===== src/rtl/fft3_cmul_pkg.sv =====
// Shared constants and phase encoding for the fft_3 complex-product combiner.
package fft3_cmul_pkg;
    localparam int PROD_W = 16;
    localparam int TERM_W = PROD_W + 1;
    localparam int SUM_W  = 18;

    typedef enum logic [1:0] {
        P0 = 2'd0,
        P1 = 2'd1,
        P2 = 2'd2,
        P3 = 2'd3
    } phase_t;
endpackage


===== src/rtl/cmul_fifo_3.sv =====
// DEPTH x W synchronous FIFO; a push into a full FIFO is accepted only if a pop
// happens in the same cycle.
module cmul_fifo_3 #(
    parameter int W     = 32,
    parameter int DEPTH = 2
) (
    input  logic         clk,
    input  logic         rst_n,
    input  logic         push,
    input  logic         pop,
    input  logic [W-1:0] wr_data,
    output logic [W-1:0] rd_data,
    output logic         full,
    output logic         empty
);
    localparam int AW = $clog2(DEPTH);

    logic [W-1:0] mem [DEPTH];
    logic [AW:0]  wr_ptr;
    logic [AW:0]  rd_ptr;
    logic         do_push;
    logic         do_pop;

    // Extra wrap bit distinguishes full from empty when the indices match.
    assign empty   = (wr_ptr == rd_ptr);
    assign full    = (wr_ptr[AW] != rd_ptr[AW]) && (wr_ptr[AW-1:0] == rd_ptr[AW-1:0]);
    assign do_pop  = pop && !empty;
    assign do_push = push && (!full || do_pop);
    assign rd_data = mem[rd_ptr[AW-1:0]];

    always_ff @(posedge clk or negedge rst_n) begin
        if (!rst_n) begin
            wr_ptr <= '0;
            rd_ptr <= '0;
            for (int unsigned i = 0; i < DEPTH; i++) mem[i] <= '0;
        end else begin
            if (do_push) begin
                mem[wr_ptr[AW-1:0]] <= wr_data;
                wr_ptr              <= wr_ptr + 1'b1;
            end
            if (do_pop) rd_ptr <= rd_ptr + 1'b1;
        end
    end
endmodule


===== src/rtl/cmul_combine_3.sv =====
// Groups four signed products into re = s0 - s1, im = s2 + s3 and queues them.
// Define CMPLX_SAT_EN to saturate re/im to OUT_W bits instead of wrapping.
module cmul_combine_3
    import fft3_cmul_pkg::*;
#(
    parameter int OUT_W = 16,
    parameter int DEPTH = 2
) (
    input  logic                    clk,
    input  logic                    rst_n,
    input  logic [PROD_W-1:0]       prod,
    input  logic                    prod_rdy,
    input  logic                    prod_neg,
    input  logic                    flush,
    input  logic                    clr_ovf,
    output logic signed [OUT_W-1:0] re,
    output logic signed [OUT_W-1:0] im,
    output logic                    out_valid,
    input  logic                    out_ready,
    output logic [1:0]              phase,
    output logic                    ovf
);
`ifdef CMPLX_SAT_EN
    localparam logic signed [SUM_W-1:0] SAT_MAX = SUM_W'((64'sd1 <<< (OUT_W - 1)) - 64'sd1);
    localparam logic signed [SUM_W-1:0] SAT_MIN = -SAT_MAX - 1'sb1;
`endif

    function automatic logic [OUT_W-1:0] narrow(input logic signed [SUM_W-1:0] x);
`ifdef CMPLX_SAT_EN
        if (OUT_W < SUM_W && x > SAT_MAX) return OUT_W'(SAT_MAX);
        if (OUT_W < SUM_W && x < SAT_MIN) return OUT_W'(SAT_MIN);
`endif
        return OUT_W'(x);
    endfunction

    phase_t                    state_q, state_d;
    logic signed [TERM_W-1:0]  term;
    logic signed [TERM_W-1:0]  s0, s1, s2;
    logic signed [SUM_W-1:0]   re_sum, im_sum;
    logic                      complete;
    logic                      pop;
    logic                      full;
    logic                      empty;
    logic [2*OUT_W-1:0]        head;

    assign term   = prod_neg ? -$signed({1'b0, prod}) : $signed({1'b0, prod});
    assign re_sum = SUM_W'(s0) - SUM_W'(s1);
    assign im_sum = SUM_W'(s2) + SUM_W'(term);

    always_comb begin
        state_d  = state_q;
        complete = 1'b0;
        if (flush) begin
            state_d = P0;
        end else if (prod_rdy) begin
            unique case (state_q)
                P0: state_d = P1;
                P1: state_d = P2;
                P2: state_d = P3;
                P3: begin
                    state_d  = P0;
                    complete = 1'b1;
                end
            endcase
        end
    end

    always_ff @(posedge clk or negedge rst_n) begin
        if (!rst_n) begin
            state_q <= P0;
            s0      <= '0;
            s1      <= '0;
            s2      <= '0;
        end else begin
            state_q <= state_d;
            if (prod_rdy && !flush) begin
                unique case (state_q)
                    P0: s0 <= term;
                    P1: s1 <= term;
                    P2: s2 <= term;
                    P3: ;
                endcase
            end
        end
    end

    // A completing group is lost only when the FIFO is full and nothing drains this cycle.
    always_ff @(posedge clk or negedge rst_n) begin
        if (!rst_n)                       ovf <= 1'b0;
        else if (complete && full && !pop) ovf <= 1'b1;
        else if (clr_ovf)                 ovf <= 1'b0;
    end

    assign pop       = out_valid && out_ready;
    assign out_valid = !empty;
    assign phase     = state_q;
    assign re        = head[2*OUT_W-1:OUT_W];
    assign im        = head[OUT_W-1:0];

    cmul_fifo_3 #(
        .W     (2 * OUT_W),
        .DEPTH (DEPTH)
    ) u_fifo (
        .clk     (clk),
        .rst_n   (rst_n),
        .push    (complete),
        .pop     (pop),
        .wr_data ({narrow(re_sum), narrow(im_sum)}),
        .rd_data (head),
        .full    (full),
        .empty   (empty)
    );
endmodule


===== config.mk =====
export PLATFORM = sky130hd
export DESIGN_NAME = cmul_combine_3
export DESIGN_NICKNAME = d
export VERILOG_FILES = /design/src/rtl/fft3_cmul_pkg.sv /design/src/rtl/cmul_fifo_3.sv /design/src/rtl/cmul_combine_3.sv
export SDC_FILE = /design/constraint.sdc
export NUM_CORES = 1
export LEC_CHECK = 0
export BUFFER_PORTS_ARGS = -buffer_cell sky130_fd_sc_hd__buf_4
export CAP_MARGIN = 10
export CORE_MARGIN = 8
export CORE_UTILIZATION = 60
export CTS_CLUSTER_DIAMETER = 120
export DETAILED_ROUTE_END_ITERATION = 10
export PLACE_DENSITY = 0.82
export SETUP_SLACK_MARGIN = 0.05
export SLEW_MARGIN = 20
export SYNTH_ARGS = -nofsm -noshare
export SYNTH_HDL_FRONTEND = slang
export SYNTH_SLANG_ARGS = --single-unit
export TNS_END_PERCENT = 30

===== constraint.sdc =====
create_clock -name clk -period 2.72 [get_ports clk]
set_input_delay 0.544 -clock clk [delete_from_list [all_inputs] [get_ports clk]]
set_output_delay 0.544 -clock clk [all_outputs]
set_load 0.05 [all_outputs]

# Word level (Yosys, flattened, before mapping)
# Index checks and enable logic that the tools add are counted.
# op_classes
addsub	5
mul	0
n_div	0
n_lt_le_gt_ge	3
eq_ne	6
shift	0
n_mux	15
n_bitwise	2
n_reduce_logical	19
# ops
operator	count
two-way mux 32 bit	4
bitwise mux 64 bit	1
demux 32 bit (select 1 bit)	1
adder 16 bit	1
two-way mux 16 bit	1
negator 16 bit	1
subtractor 16 bit	1
logical AND 1 bit	8
one-hot mux 2 bit (4 select lines)	1
AND reduction 2 bit	3
two-way mux 1 bit	5
adder 2 x 1 -> 2 bit (second input constant)	2
== test 2 bit (second input constant)	2
>= comparator 2 bit (second input constant)	2
zero test 1 bit	4
two-way mux 2 bit	2
NOT 1 -> 2 bit	2
nonzero test 2 bit	2
== test 2 x 1 -> 1 bit (second input constant)	1
== test 2 bit	1
zero test 2 bit	1
< comparator 2 x 1 -> 1 bit (second input constant)	1
== test 1 bit	1
logical OR 1 bit	1
!= test 1 bit	1
# word_totals
ff_bits	119
latch_bits	0
ramBits	0
romBits	0
inputBits	23
n_memories	0

# Longest topological paths before layout
# depth
depth_word	7
mapped_depth	15
depth_no_buf	15

# Cells and area by module
# A second synthesis with hierarchy kept.
# hier_totals
hier_cells	625
hier_area_um2	6771.5
# modules_own_cells
mod	instances	cells_per_inst	area_each_um2	seq_area_each_um2
cmul_combine_3	1	428	3656.0	1276.2
cmul_fifo_3	1	197	3115.5	1701.6

# Worst setup path before layout
# Ideal clock, no wire load.
# synth_path
kind	input-to-reg
start	in prod[2]
end	reg u_fifo.mem[47] in the netlist's numbering
setup_time_ps	129
t_arrival_ps	3323
required_time_ps	2591
setup_slack_ps	-732
path_stages	13
path_cell_list	or3_4 -> or4_4 -> o21ai_0 -> xor2_1 -> inv_1 -> ha_1 -> and3_1 -> nor2b_1 -> a21oi_1 -> o21ai_0 -> a41oi_1 -> xnor2_1 -> o21ai_1
# synth_via
elab_chain_cells	4
# synth_lines
element	line	rtl
from (decl)	cmul_combine_3.sv:11	input logic [PROD_W-1:0] prod,
negator 16 bit	cmul_combine_3.sv:46	assign term = prod_neg ? -$signed({1'b0, prod}) : $signed({1'b0, prod});
two-way mux 16 bit	cmul_combine_3.sv:46	
named net term[11]	cmul_combine_3.sv:37	logic signed [TERM_W-1:0] term;
adder 16 bit	cmul_combine_3.sv:48	assign im_sum = SUM_W'(s2) + SUM_W'(term);
bitwise mux 64 bit	cmul_fifo_3.sv:38	mem[wr_ptr[AW-1:0]] <= wr_data;
to (signal, indexed assignment)	cmul_fifo_3.sv:38	
to (decl)	cmul_fifo_3.sv:18	logic [W-1:0] mem [DEPTH];
# The timed path passes the listed nets, and every way through them passes these cells.
# A chain may end at the register's enable or synchronous reset.

# Worst setup path in the final report
# layout_path
start	in prod[2]
end	reg u_fifo.mem[14] in the netlist's numbering
# Same word-level chain as after synthesis.

==> out/results.ini <==
[timing]
tightestPinTransition_ps=488
rsz0062_at_grt=yes
slew_viol_final=0
finalClockSkew_ps=7.88
final-hold-violation-count=0
clock.fmax_mhz=338
setup_tns_ps=-1790
finalCritPeriodShare_pct=109
finalCriticalPeriod_ps=2960
setup_slack_ps=-239
slew_headroom_pct=67.2
setup_viol=12

[clocking]
cts.clk_slew.worst_paths_ps=60
clock_path_buffers=2
cts_buffers=17
cts_tree=done
worst_skew_pair.late_latency_ps=540
clkSinkCount=119
root_buffer=clkbuf_8
h-tree-depth=4

[global_routing]
overflow=0
grt_max_degree=61
antenna_found_initial=0
track_usage_pct=26.1
grt_first_pass_wirelength_um=30100
first_global_vias=6104

[placed_design]
dp_hpwl_um=12300
postPlaceCellArea_um2=7760
gp_congestion=0.946
port_buffers=58

[route]
drtPass1Iterations=6
via_count=6217
viasPerCell=6.25
first_iter_violations=878
wl_per_cell_um=21.1
wirelength_um=21000
drc=0
final_antenna_net_count=0

[run]
drv_cap=0

[setup_path]
reg2reg_to=u_fifo.mem[14]
arrival_ps=3370
critPathBufInv=2
path_common_cell=or3_4
required_ps=3130
rr_worst_depth=9
reg2reg_from=s2[0]
cp-end-kind=flip-flop
worstSetupPathType=in -> reg
cp_slowest_stage_delay_ps=400
cp_top_family=compound AO/OA/AOI/OAI gates
crit_chain=buf_6 -> or3_4 -> or3_4 -> nand2_2 -> xor2_1 -> inv_1 -> ha_4 -> a211o_1 -> o32a_1 -> a32oi_2 -> o21ai_2 -> xnor2_2 -> o21ai_1
startpoint=prod[2]
crit_path_start_kind=input port
cp-endpoint=u_fifo.mem[14]
worst-r2r-setup-slack_ps=140
critPathMaxFanout=3
path_depth=13
crit_slowest_cell=or3_4

[synth]
yosysTopAreaCellShare_pct=45.5
ys_seq_elements=119
synthArstFlopShare_pct=100
ys_warn_count=0
synth_ff_type=dfrtp_1
syn_avg_cell_area_um2=9.34
synthesis.area_um2=6540
synth-edff-count=0
synth_cells=700
ys_types=51
yosys.area.top_type=dfrtp_1
seq_area_frac_synth_pct=45.5
synth_area_leaders=dfrtp_1 46%, o21ai_0 8.3%, nand2_1 8.2%
syn-num-nets=763

[layout]
utilization_pct=81.5
drive_above_1_share_pct=32.1
multi_input_area_um2=3720
finalInstanceArea_um2=8760
antenna_cells=0
area_growth_pct=34.0
seq_area_um2=2980
nNetsFinal=904
num-fill-cells=590

[power]
irDropWorstVdd_mv=0.740
p_per_area_nw_per_um2=1080
p_leak_uw=0.00430

[min_path]
hold_path_class=in -> reg

[die]
die_x_um=120
die_h_um=120
io_pins=59
initial_utilization_pct=60.9
dieArea_um2=14500
core_um2=10700
rows=38

[status]
violations=setup timing
status=finished, violations left

[synthesized netlist by cell type (all sizes together) (3+ instances only)]
cell    number
o31ai       11
dfrtp      119
clkbuf      27
or4          3
or3          5
a31oi        3
ha          38
a21o        12
nor2        23
mux2        35
nand4        6
nand3        5
inv         40
xnor2       18
o21ai      111
o21a         6
nor2b        5
nand2      143
o22ai        3
mux2i        5
nand2b       4
xor2        23
a21oi       20
a211oi       5
[per-layer routing]
layer / vias up / routed length [um] / GRT usage, %
met4: 0 / 1140 / 12.3
li1: 2687 / - / -
met3: 124 / 1750 / 5.13
met1: 3001 / 7660 / 31.4
met5: - / 0 / 0
met2: 405 / 10400 / 44.4
[repair_timing]
action | CTS | global route
pin swaps | 21 | 23
setup endpoints to repair | 20 | 34
buffers inserted | 4 | 3
resized for setup | 35 | 45
endpoints found under the hold margin | 28 | 0
hold buffers | 1 | 0
[where the power goes]
group / switching (uW) / internal [uW]
Combinational: 2900 / 1890
Sequential: 339 / 2230
Clock: 804 / 1320
[registers in the layout, summed over array words and instances, names as in the netlist]
| signal | flops |
|---|---|
| u_fifo.mem | 64 |
| s0 | 16 |
| s1 | 16 |
| s2 | 16 |
| phase | 2 |
| u_fifo.rd_ptr | 2 |
| u_fifo.wr_ptr | 2 |
| ovf | 1 |
[layout by cell type (no fill, tap or decap), types with 6 or more instances in the layout]
cell type | Yosys | routed
buf_4 | 0 | 139
o21ai_1 | 2 | 12
clkinv_2 | 0 | 7
mux2_2 | 35 | 35
o21ai_0 | 109 | 92
inv_1 | 40 | 38
xnor2_1 | 18 | 12
o31ai_1 | 10 | 6
nand4_1 | 6 | 6
nor2_1 | 23 | 23
dfrtp_1 | 119 | 119
buf_6 | 0 | 9
o21a_1 | 6 | 6
ha_4 | 0 | 8
a21o_1 | 12 | 12
clkbuf_16 | 0 | 16
nand2_1 | 143 | 142
xor2_2 | 1 | 7
ha_1 | 38 | 30
a21oi_2 | 0 | 6
xor2_1 | 22 | 16
a21oi_1 | 20 | 13
[cell families (layout without fill, tap and decap cells)]
kind of cell / after synthesis / count (layout) / share of synthesized area, %
compound gates: 187 / 187 / 16.9
simple gates: 204 / 204 / 13.3
fa+ha+maj: 40 / 40 / 7.88
flops: 119 / 119 / 45.5
buf+inv: 69 / 223 / 3.96
mux: 40 / 40 / 6.79
xor+xnor: 41 / 41 / 5.61
[worst min path at each step]
stage / startpoint / end / slack (ps) / depth (start not counted)
2_1_floorplan: rst_n / ovf / 250 / 0
3_3_place_gp: u_fifo.mem[20] / u_fifo.mem[20] / 450 / 2
3_5_place_dp: u_fifo.mem[20] / u_fifo.mem[20] / 460 / 2
4_1_cts: flush / phase[1] / 180 / 2
5_1_grt: flush / phase[1] / 180 / 2
6_report: flush / phase[1] / 180 / 2
[area by class of cell]
| cell class | count | share of cell area [%] |
|---|---|---|
| inverter | 40 | 1.71 |
| clock inverter | 10 | 1.19 |
| clock buffer | 22 | 5.06 |
| tap | 140 | 2.00 |
| timing repair buffer | 151 | 13.6 |
| multi-input combinational | 512 | 42.4 |
| sequential | 119 | 34.0 |
[metrics by stage]
| stage | hold slack (ps) | std cells | worst slack [ps] | power, uW |
|---|---|---|---|---|
| after floorplan | 248 | 700 | -506 | 5190 |
| after global placement | 455 | 954 | -669 | 6380 |
| after detailed placement | 459 | 954 | -812 | 6590 |
| after CTS | 175 | 991 | -138 | 8930 |
| after global routing | 183 | 994 | -362 | 9820 |
| final | 180 | 994 | -239 | 9480 |
No activity file was read; power rests on OpenSTA's default activity.
